===== src/rtl/fetch_queue_unit.sv =====
// -----------------------------------------------------------------------------
// fetch_queue_unit
//
// Instruction fetch stage in front of the instruction register / decoder.
// Issues sequential word-aligned fetches to instruction memory, collects the
// in-order responses into a small prefetch FIFO, and hands instructions to
// decode together with their PCs. A redirect (branch / jal / jalr) flushes the
// FIFO and marks every still-outstanding response as stale so it is thrown
// away when it returns. Halt permanently stops new fetches until reset.
//
// Handshakes (valid/ready): a transfer happens on a rising clock edge exactly
// when valid and ready are both high in that cycle. A source holding valid
// high keeps its payload stable until the transfer happens. Responses from
// memory carry no ready: they are always taken, at most one per cycle.
//
// Ports
//   clock            in   system clock, all state updates on the rising edge
//   reset            in   synchronous, active-high reset
//   imem_req_valid   out  fetch request valid
//   imem_req_ready   in   memory accepts the request this cycle
//   imem_req_addr    out  word-aligned fetch address (bits [1:0] = 0)
//   imem_resp_valid  in   response valid, in request order
//   imem_resp_data   in   instruction word of the response
//   redirect_valid   in   one-cycle pulse: flush and refetch from target
//   redirect_target  in   new PC, bits [1:0] ignored
//   halt             in   stop issuing fetches, sticky until reset
//   instr_valid      out  FIFO head valid
//   instr_data       out  FIFO head instruction
//   instr_pc         out  PC of the FIFO head
//   instr_ready      in   decode consumes the head this cycle
// -----------------------------------------------------------------------------
module fetch_queue_unit #(
  parameter int          DEPTH    = 4,
  parameter logic [31:0] RESET_PC = 32'h0000_0000
) (
  input  logic        clock,
  input  logic        reset,
  output logic        imem_req_valid,
  input  logic        imem_req_ready,
  output logic [31:0] imem_req_addr,
  input  logic        imem_resp_valid,
  input  logic [31:0] imem_resp_data,
  input  logic        redirect_valid,
  input  logic [31:0] redirect_target,
  input  logic        halt,
  output logic        instr_valid,
  output logic [31:0] instr_data,
  output logic [31:0] instr_pc,
  input  logic        instr_ready
);

  localparam int AW = $clog2(DEPTH);
  localparam int CW = $clog2(DEPTH) + 1;
  localparam logic [CW:0] DEPTH_W = (CW + 1)'(DEPTH);

  // Architectural state
  logic [31:0]   r_fetch_pc;
  logic [31:0]   r_resp_pc;
  logic [CW-1:0] r_count;
  logic [CW-1:0] r_inflight;
  logic [CW-1:0] r_drop;
  logic          r_halted;
  logic [AW-1:0] r_wr_ptr;
  logic [AW-1:0] r_rd_ptr;
  logic [63:0]   r_fifo [DEPTH];   // {pc, instruction}

  // Combinational control
  logic [CW:0]   w_credit_sum;
  logic          w_req_valid;
  logic          w_accept;
  logic          w_resp;
  logic          w_drop_now;
  logic          w_push;
  logic          w_pop;
  logic          w_instr_valid;
  logic [31:0]   w_redirect_pc;
  logic [63:0]   w_head;

  // Queued plus outstanding fetches never exceed DEPTH, so every response
  // that is not being dropped always has a free FIFO slot waiting for it.
  assign w_credit_sum = {1'b0, r_count} + {1'b0, r_inflight};

  assign w_req_valid = !reset && !r_halted && !halt && !redirect_valid &&
                       (w_credit_sum < DEPTH_W);
  assign w_accept    = w_req_valid && imem_req_ready;

  // A response with nothing outstanding is ignored so inflight cannot wrap.
  assign w_resp      = imem_resp_valid && (r_inflight != '0);
  assign w_drop_now  = w_resp && (r_drop != '0);

  // A redirect empties the FIFO, so a same-cycle push or pop is void.
  assign w_push      = w_resp && (r_drop == '0) && !redirect_valid;
  assign w_instr_valid = !reset && (r_count != '0);
  assign w_pop       = w_instr_valid && instr_ready && !redirect_valid;

  assign w_redirect_pc = redirect_target & 32'hFFFF_FFFC;
  assign w_head        = r_fifo[r_rd_ptr];

  assign imem_req_valid = w_req_valid;
  assign imem_req_addr  = r_fetch_pc;
  assign instr_valid    = w_instr_valid;
  assign instr_pc       = w_head[63:32];
  assign instr_data     = w_head[31:0];

  // Control and counters
  always_ff @(posedge clock) begin
    if (reset) begin
      r_fetch_pc <= RESET_PC;
      r_resp_pc  <= RESET_PC;
      r_count    <= '0;
      r_inflight <= '0;
      r_drop     <= '0;
      r_halted   <= 1'b0;
      r_wr_ptr   <= '0;
      r_rd_ptr   <= '0;
    end else begin
      if (halt) begin
        r_halted <= 1'b1;
      end

      // Outstanding fetches follow accepts and responses in every case,
      // including the redirect cycle.
      r_inflight <= r_inflight + CW'(w_accept) - CW'(w_resp);

      if (redirect_valid) begin
        r_fetch_pc <= w_redirect_pc;
        r_resp_pc  <= w_redirect_pc;
        r_count    <= '0;
        r_wr_ptr   <= '0;
        r_rd_ptr   <= '0;
        // Everything still outstanding after this edge belongs to the old
        // stream and must be discarded when it returns.
        r_drop     <= r_inflight + CW'(w_accept) - CW'(w_resp);
      end else begin
        if (w_accept) begin
          r_fetch_pc <= r_fetch_pc + 32'd4;
        end
        if (w_push) begin
          r_resp_pc <= r_resp_pc + 32'd4;
          r_wr_ptr  <= r_wr_ptr + AW'(1);
        end
        if (w_pop) begin
          r_rd_ptr <= r_rd_ptr + AW'(1);
        end
        r_count <= r_count + CW'(w_push) - CW'(w_pop);
        r_drop  <= r_drop - CW'(w_drop_now);
      end
    end
  end

  // FIFO storage needs no reset: entries are only read while counted valid.
  always_ff @(posedge clock) begin
    if (w_push) begin
      r_fifo[r_wr_ptr] <= {r_resp_pc, imem_resp_data};
    end
  end

endmodule


===== config.mk =====
export PLATFORM = sky130hd
export DESIGN_NAME = fetch_queue_unit
export DESIGN_NICKNAME = d
export VERILOG_FILES = /design/src/rtl/fetch_queue_unit.sv
export SDC_FILE = /design/constraint.sdc
export NUM_CORES = 1
export LEC_CHECK = 0
export CAP_MARGIN = 20
export CELL_PAD_IN_SITES_DETAIL_PLACEMENT = 0
export CELL_PAD_IN_SITES_GLOBAL_PLACEMENT = 2
export CORE_MARGIN = 1
export CORE_UTILIZATION = 25
export DETAILED_ROUTE_END_ITERATION = 12
export PLACE_DENSITY_LB_ADDON = 0.1
export SLEW_MARGIN = 10
export SYNTH_ARGS = -nofsm -noshare
export SYNTH_HDL_FRONTEND = slang
export SYNTH_SLANG_ARGS = --single-unit

===== constraint.sdc =====
create_clock -name clock -period 4.4 [get_ports clock]
set_clock_uncertainty 0.1 [all_clocks]
set_input_delay 0.44 -clock clock [delete_from_list [all_inputs] [get_ports clock]]
set_output_delay 0.44 -clock clock [all_outputs]
set_load 0.02 [all_outputs]

==> results.md <==
- Status: finished clean
- Register area: 8974 sq um
- First-pass detailed-route iteration total: 4
- Worst VDD drop: about 0.23 mV
- Starting Density: 0.2549
- Gr usage total: 0.1347
- Post-synth EDFFs: around 250
- Vias in the first global route: 8189
- Routability Congestion: 0.7221
- Final worst path period share: 0.7833
- Critical path arrival: 2910 ps
- Synth Warn #: 0
- Die Ht: ~230 um
- WP data required: 3860 ps
- Met3 routed WL: 1605 um
- # setup viols final: 0
- Crit start category: flip-flop
- Die area: 53540 sq um
- Final Hold Fails: 0
- Max Transition Viols Final: 0
- Reg2reg start: r_inflight[2]
- Count of different cell masters after synthesis: between 50 and 60
- Reg2reg setup slack: 1470 ps
- RSZ-0062 raised after global routing: no
- Syn-to-layout area delta: 28.91%
- Number of fill cells: ~5000
- ANT cells: 0
- FF-to-FF path depth: 12
- Vias per cell: 4.434
- Min Clock Period, post-route: 3447 ps
- Setup Buffers After CTS: 0
- Vias: 7689
- Initial antenna violation count: 0
- Average cell area after synthesis: 15.57 sq um
- Root buf cell: clkbuf_16
- I/O Pins: 169
- Max cap viols: 0
- Core area: 51610 sq um
- M1 wire length: 17160 um
- Die outline width: 231.4 um
- Largest fanout on the critical path: 29
- Final net count: 1111
- Layout cells sized above 1: 0.1546
- Worst-Skew Late Latency: 550 ps
- Cts hold-fix bufs: 0
- Cells after synthesis: 845
- WL final: 35640 um
- Cts bufs inserted: 39
- Power Density: 463.6 nW/um^2
- Port bufs: 162
- Total power: 0.007862 W
- Met2 Routed Length: roughly 16000 um
- Drt wl/cell: slightly above 20 um
- DR iter-0 viols: about 290
- CTS-repair resized insts: 0
- Grt ovf: 0
- Hold WS: 376.8 ps
- Post-synth ARST share: 0
- Longest Clk Path Bufs: 3
- H-tree Lvls: 2
- Pin count of the biggest net entering global routing: 63
- Seq cells post-synth: 324
- Relative slew slack: 0.3908
- Uppermost layer routed: met4
- Register area share after synthesis: 0.6818
- Footprint of the multi-input gates: 3890 sq um
- Worst setup path endpoint: instr_pc[9]
- Setup Crit Path Kind: flip-flop to primary output
- Slew @ Worst Pin: 910.5 ps
- Leak: 5.373 nW
- Residual DRC: 0
- Netlist Area Pre-Place: between 10000 and 15000 sq um
- FF-to-FF End: r_drop[2]
- Main synth FF type: edfxtp_1
- CTS tree: yes
- DP Wirelength: roughly 23000 um
- FMAX: around 0.29 GHz
- Reg clk slew, reported paths: 60 ps
- Row cnt: 83
- Clock sink total: 324
- Final WS setup: 953.5 ps
- Hold Path Class: flip-flop to flip-flop
- Fin area: between 15000 and 20000 sq um
- Crit. End Element: primary output
- Placed instance area: 15620 sq um
- Place WS: 1042 ps
- Routed Antenna Nets: 0
- Global-route wire length before repair: 53330 um
- Setup tns final: 0 ps
==> synth_stat cells, drive strengths merged, types with 7 or more instances <==
cell / count / area share
a211oi: 7 / 0.0044
a21boi: 10 / 0.0057
a21oi: 32 / 0.012
a31oi: 9 / 0.0043
and2: 10 / 0.0048
buf: 15 / 0.0068
clkbuf: 28 / 0.0081
dfxtp: 76 / 0.12
edfxtp: 248 / 0.57
ha: 14 / 0.013
inv: 31 / 0.0088
mux4: 62 / 0.11
nand2: 38 / 0.011
nand3: 34 / 0.013
nand4: 23 / 0.012
nor2: 54 / 0.015
nor3: 14 / 0.0065
nor4: 12 / 0.0097
o21ai: 24 / 0.0091
xnor2: 26 / 0.017
xor2: 15 / 0.010
==> layout by cell type, fill, tap and decap left out, types with 4 or more instances in the layout <==
cell,synthesis,layout
ha_1,14,14
a31oi_1,9,9
nor4_1,5,5
nand4_1,21,21
nand2_1,38,38
o21bai_1,6,6
buf_12,0,4
and3_1,6,6
a211oi_1,6,6
and2_1,9,5
clkbuf_16,0,39
a21oi_1,32,32
or4_1,6,6
nor2_1,54,54
clkinv_1,1,9
bufinv_16,0,7
dfxtp_1,76,74
clkbuf_1,27,5
and4_1,5,5
nand3_1,33,33
inv_1,29,29
o21ai_1,7,7
clkdlybuf4s50_1,0,161
and2_4,0,4
nor3_1,11,11
o21ai_0,17,17
a21boi_0,10,10
o311ai_0,4,4
mux4_2,62,62
nor4_2,6,6
conb_1,1,4
xor2_1,15,15
clkinv_2,0,6
edfxtp_1,248,248
xnor2_1,26,26
buf_4,4,12
==> through the flow <==
stage,util,cells
after floorplan,-,848
after global placement,0.3027,1663
after detailed placement,0.3027,1663
after CTS,0.3285,1734
after global routing,0.3285,1734
final,0.3285,1734
==> final cells by class <==
type	count	share of cell area
Sequential cell	324	0.5292
Tap cell	680	0.05018
Timing Repair Buffer	178	0.1054
Inverter	32	0.007084
Clock inverter	26	0.01926
Multi-Input combinational cell	449	0.2294
Clock buffer	45	0.05947
==> cells by family (layout without fill, tap and decap cells) <==
logic type      Yosys count  count (layout)  synth area share
flops                   324             324            0.6818
fa+ha+maj                16              16           0.01636
xor+xnor                 41              41           0.02730
buf+inv                  75             281           0.02406
other cells               1               4         0.0002851
simple gates            214             214           0.08894
mux                      67              67            0.1101
compound gates          107             107           0.05108
==> how the worst min path moves through the flow <==
stage | start | end | slack (ps) | cells past startpoint
5_1_grt | halt | r_halted | 380 | 3
4_1_cts | halt | r_halted | 360 | 3
3_5_place_dp | imem_req_addr[31] | imem_req_addr[31] | 360 | 1
3_3_place_gp | r_halted | r_halted | 350 | 2
6_report | r_halted | r_halted | 380 | 2
2_1_floorplan | r_halted | r_halted | 340 | 2
==> sequential cells by signal, summed over array words and instances, names as in the netlist, named ones only <==
name           cells
r_fifo           248
imem_req_addr     30
r_resp_pc         30
r_count            3
r_drop             3
r_inflight         3
r_rd_ptr           2
r_wr_ptr           2
r_halted           1
==> critical path, cell delays in order, from the launching register on <==
cell             delay (ps)
dfxtp_4                 790
buf_4                   400
mux4_2                  560
clkdlybuf4s50_1         580
==> layer usage <==
metal	global-route usage	up-vias
met5	0	-
met2	0.2124	164
met4	0.03539	0
met1	0.1851	3829
li1	-	3640
met3	0.03113	56
==> report_power, final <==
| part | leakage, nW | total (W) | internal (W) | switching [W] |
|---|---|---|---|---|
| registers | 2.88 | 0.00360 | 0.00347 | 0.000127 |
| clock network | 0.647 | 0.00337 | 0.00206 | 0.00131 |
| logic | 1.84 | 0.000895 | 0.000416 | 0.000479 |
No activity file was read; power rests on OpenSTA's default activity.
